$ cat src/rtl/shift_sequencer.sv
// Multi-cycle shift controller: round-robin arbitration between two requesters,
// one single-bit shift step per clock, result returned over a valid/ready port.
module shift_sequencer #(
  parameter int N  = 4,
  parameter int CW = 3
) (
  input  logic          clk,
  input  logic          rst_n,
  input  logic          req0_valid,
  output logic          req0_ready,
  input  logic [N-1:0]  req0_a,
  input  logic [2:0]    req0_mode,
  input  logic [CW-1:0] req0_cnt,
  input  logic          req1_valid,
  output logic          req1_ready,
  input  logic [N-1:0]  req1_a,
  input  logic [2:0]    req1_mode,
  input  logic [CW-1:0] req1_cnt,
  output logic          res_valid,
  input  logic          res_ready,
  output logic [N-1:0]  res_data,
  output logic          res_cout,
  output logic          res_id,
  output logic          busy
);

  typedef enum logic [1:0] {IDLE, SHIFT, DONE} state_t;

  state_t        state, state_next;
  logic [N-1:0]  r;
  logic [2:0]    mode;
  logic [CW-1:0] remaining;
  logic          id;
  logic          cout;
  logic          prio;

  logic          grant0, grant1;
  logic          req_fire;
  logic          res_fire;
  logic [N-1:0]  step_r;
  logic          step_cout;
  logic [N-1:0]  load_a;
  logic [2:0]    load_mode;
  logic [CW-1:0] load_cnt;

  // The pointer only matters when both requesters compete.
  assign grant0 = req0_valid && (!req1_valid || !prio);
  assign grant1 = req1_valid && (!req0_valid || prio);

  assign req0_ready = rst_n && (state == IDLE) && grant0;
  assign req1_ready = rst_n && (state == IDLE) && grant1;
  assign req_fire   = req0_ready || req1_ready;

  assign res_valid = (state == DONE);
  assign res_fire  = res_valid && res_ready;
  assign res_data  = r;
  assign res_cout  = cout;
  assign res_id    = id;
  assign busy      = (state != IDLE);

  assign load_a    = grant0 ? req0_a    : req1_a;
  assign load_mode = grant0 ? req0_mode : req1_mode;
  assign load_cnt  = grant0 ? req0_cnt  : req1_cnt;

  always_comb begin
    step_r    = r;
    step_cout = 1'b0;
    unique case (mode)
      3'b000, 3'b100: begin step_r = {r[N-2:0], 1'b0};   step_cout = r[N-1]; end
      3'b001:         begin step_r = {r[N-2:0], 1'b1};   step_cout = r[N-1]; end
      3'b010:         begin step_r = {1'b0, r[N-1:1]};   step_cout = r[0];   end
      3'b011:         begin step_r = {1'b1, r[N-1:1]};   step_cout = r[0];   end
      3'b101:         begin step_r = {r[N-1], r[N-1:1]}; step_cout = r[0];   end
      3'b110:         begin step_r = {r[N-2:0], r[N-1]}; step_cout = r[N-1]; end
      3'b111:         begin step_r = {r[0], r[N-1:1]};   step_cout = r[0];   end
      default:        begin step_r = r;                  step_cout = 1'b0;   end
    endcase
  end

  always_ff @(posedge clk or negedge rst_n) begin
    if (!rst_n) state <= IDLE;
    else        state <= state_next;
  end

  always_comb begin
    state_next = state;
    unique case (state)
      IDLE:    if (req_fire) state_next = (load_cnt == '0) ? DONE : SHIFT;
      SHIFT:   if (remaining == CW'(1)) state_next = DONE;
      DONE:    if (res_fire) state_next = IDLE;
      default: state_next = IDLE;
    endcase
  end

  always_ff @(posedge clk or negedge rst_n) begin
    if (!rst_n) begin
      r         <= '0;
      mode      <= '0;
      remaining <= '0;
      id        <= 1'b0;
      cout      <= 1'b0;
      prio      <= 1'b0;
    end else begin
      if (req_fire) begin
        r         <= load_a;
        mode      <= load_mode;
        remaining <= load_cnt;
        id        <= grant1;
        cout      <= 1'b0;
        prio      <= grant0;
      end else if (state == SHIFT) begin
        r         <= step_r;
        cout      <= step_cout;
        remaining <= remaining - CW'(1);
      end
    end
  end

endmodule
$ cat config.mk
export PLATFORM = sky130hd
export DESIGN_NAME = shift_sequencer
export DESIGN_NICKNAME = d
export VERILOG_FILES = /design/src/rtl/shift_sequencer.sv
export SDC_FILE = /design/constraint.sdc
export NUM_CORES = 1
export LEC_CHECK = 0
export CAP_MARGIN = 20
export CORE_MARGIN = 3
export CORE_UTILIZATION = 44
export CTS_CLUSTER_DIAMETER = 40
export CTS_CLUSTER_SIZE = 14
export DETAILED_ROUTE_END_ITERATION = 8
export GPL_TIMING_DRIVEN = 0
export HOLD_SLACK_MARGIN = 0.02
export PLACE_DENSITY = 0.79
export SLEW_MARGIN = 20
export SYNTH_ARGS = -nofsm -noshare
export SYNTH_HDL_FRONTEND = slang
export SYNTH_SLANG_ARGS = --single-unit
$ cat constraint.sdc
create_clock -name clk -period 1.55 [get_ports clk]
set_input_delay 0.155 -clock clk [delete_from_list [all_inputs] [get_ports clk]]
set_output_delay 0.155 -clock clk [all_outputs]
set_load 0.01 [all_outputs]
==> results.cfg <==
[outcome]
outcome = completed

[synthesis]
synth.area.mux_share = 0.139
synth_xor_area_frac = 0.00899
synth-simple-area-share = 0.154
synth-adder-area-share = 0.0257
ys_ff_latch = 15
netlist_instances = 97
synth_compound_area_frac = 0.237
synthesis.area_um2 = 975
synth_fp_nets = 124
syn_area_per_cell_um2 = 10.0
synth_top_family_by_area = compound AO/OA/AOI/OAI gates
ys_types = 39
synth_warnings = 0
seq_area_frac_synth = 0.385

[clocking]
cts_made_buffers = 3
htreeDepth = 1
clk_path_buf_depth = 2
cts_tree = built
insertion_delay_ns = 0.28
ctsRootBufferMaster = clkbuf_4
cts_sinks = 15
clk_pin_slew_ns = 0.10

[route]
vias = 875
drc_errors = 0
wl_um = 2390
drt_pass1_iterations = 4
vias_per_cell = 5.21
drt-initial-drc-count = 8
ant_nets = 0
routedWlPerCell_um = 14.2

[floorplanning]
row_count = 16
dieArea_mm2 = 0.00282
die_y_um = 53.1
pin_count = 35
fp.dieW_um = 53.1
coreArea_mm2 = 0.00202
start_util = 0.482

[global_route]
overflow = 0
first_global_vias = 808
grt_max_degree = 16
grt_usage = 0.185
grt_antenna_before_repair = 0
grt_pass1_wl_um = 3770

[sta]
clock_skew_ns = 0.00104
drv_slew = 0
slew_headroom = 0.525
hold_violations = 0
finalSetupViolCount = 0
clock.fmax_mhz = 648
tightest_slew_ns = 0.710
rsz0062_at_grt = yes
fin_crit_sh = 0.996
finalCriticalPeriod_ns = 1.54

[worst_setup_path]
crit_required_ns = 1.39
critPathKind = reg -> out
end_kind = primary output
cp-start-kind = flop
path_max_fanout = 4
crit_arrival_ns = 1.39

[layout]
final_util = 0.711
layout_common_cells = clkdlybuf4s50_1 (28), dfrtp_1 (13), mux2i_1 (11)
regArea_um2 = 378
final_common_cell = clkdlybuf4s50_1
areaGrowthSynthToFinish_pct = 47.5
fill_cells = 161
final_cells = 168
diodes = 0
multi_input_area_um2 = 568
final_nets = 169
drive_above_1_share = 0.220

[place]
gp_congestion = 0.787
portBuffers = 34
place_inst = 158
hpwl_um = 1750

[job]
drv_cap = 0

[min_path]
hp-class = in -> reg

[power]
p_leak_nw = 0.632
ir_drop_mv = 1.20
power.density_mw_per_mm2 = 1720
Yosys cell counts (all sizes together):
library cell | count | area share
nand3 | 2 | 0.010
a311o | 1 | 0.010
nand3b | 1 | 0.0077
clkbuf | 2 | 0.0090
o21ai | 8 | 0.045
o221ai | 3 | 0.033
o22ai | 3 | 0.019
a221o | 1 | 0.010
a211oi | 1 | 0.0077
buf | 3 | 0.026
nor3 | 2 | 0.010
dfrtp | 15 | 0.39
a31o | 2 | 0.018
and2b | 1 | 0.0077
a21oi | 5 | 0.026
mux2i | 12 | 0.13
nand4b | 1 | 0.0090
a211o | 1 | 0.0090
nand2b | 2 | 0.013
o41ai | 1 | 0.0090
a22oi | 2 | 0.015
nor2b | 5 | 0.032
o21a | 1 | 0.0077
a21o | 1 | 0.0077
nor3b | 1 | 0.019
ha | 2 | 0.026
mux2 | 1 | 0.012
or2 | 1 | 0.0064
xor2 | 1 | 0.0090
inv | 4 | 0.015
nand2 | 10 | 0.039
a21boi | 1 | 0.019
timing repair:
action	in CTS	in global routing
gates cloned	0	0
buffers inserted	3	2
pin swaps	1	1
hold buffers	1	0
endpoints found under the setup margin	19	10
gates resized for setup	11	15
endpoints found under the hold margin	15	0
per-layer routing:
layer,vias up,track usage,part of all wire
li1,452,-,-
met1,400,0.234,0.46
met2,21,0.324,0.50
met3,2,0.0366,0.042
met4,0,0.0383,0.0042
met5,-,0,0
where the power goes:
part	total, W	switching [W]	leakage (nW)	internal, W
Sequential	0.000779	0.000187	0.181	0.000592
Clock	0.000239	0.000141	0.0139	0.0000978
Combinational	0.00145	0.000672	0.437	0.000782
Total	0.00247	0.00100	0.632	0.00147
worst paths after layout:
kind | from | endpoint | slack, ns | cells past startpoint
max | state[1] | req1_ready | 0.007 | 4
min | req0_valid | prio | 0.35 | 3
max reg2reg | state[1] | remaining[2] | 0.08 | 5
min reg2reg | res_id | res_id | 0.49 | 1
max in group asynchronous | rst_n | state[1] | 0.48 | 2
min in group asynchronous | rst_n | mode[0] | 0.58 | 2
flip-flops by register name, summed over array words and instances (netlist names):
register and flops:
mode 3, res_data 4, res_id 1, prio 1, remaining 3, res_cout 1, state 2
cell families (layout without fill, tap and decap cells):
family          Yosys count  in the layout
flops                    15             15
xor+xnor                  1              1
simple gates             26             26
buf+inv                   9             53
mux                      13             13
fa+ha+maj                 2              2
compound gates           31             31
worst max-delay path, cell delays in order (launching register included):
cell	delay, ns
dfrtp_2	0.45
nor3b_4	0.24
nand2_1	0.12
a21oi_2	0.15
clkbuf_2	0.15
per-stage QoR:
stage	cell area [um^2]	hold WS (ns)	TNS, ns	worst slack (ns)	power [W]
after floorplan	975	-0.141	0	0.147	0.00166
after global placement	1350	0.461	-11.18	-1.04	0.00208
after detailed placement	1350	0.479	-11.35	-1.05	0.00214
after CTS	1410	0.341	-0.197	-0.107	0.00241
after global routing	1440	0.376	-0.162	-0.0795	0.00269
final	1440	0.348	0	0.00654	0.00247
final cells by class:
type	count	share of cell area
clock buffers	3	0.0157
clock inverters	1	0.00522
repair buffers	40	0.261
inverters	4	0.0104
plain buffers	5	0.0261
well taps	27	0.0235
flip-flops and latches	15	0.263
multi-input cells	73	0.395
No activity file was read; power rests on OpenSTA's default activity.
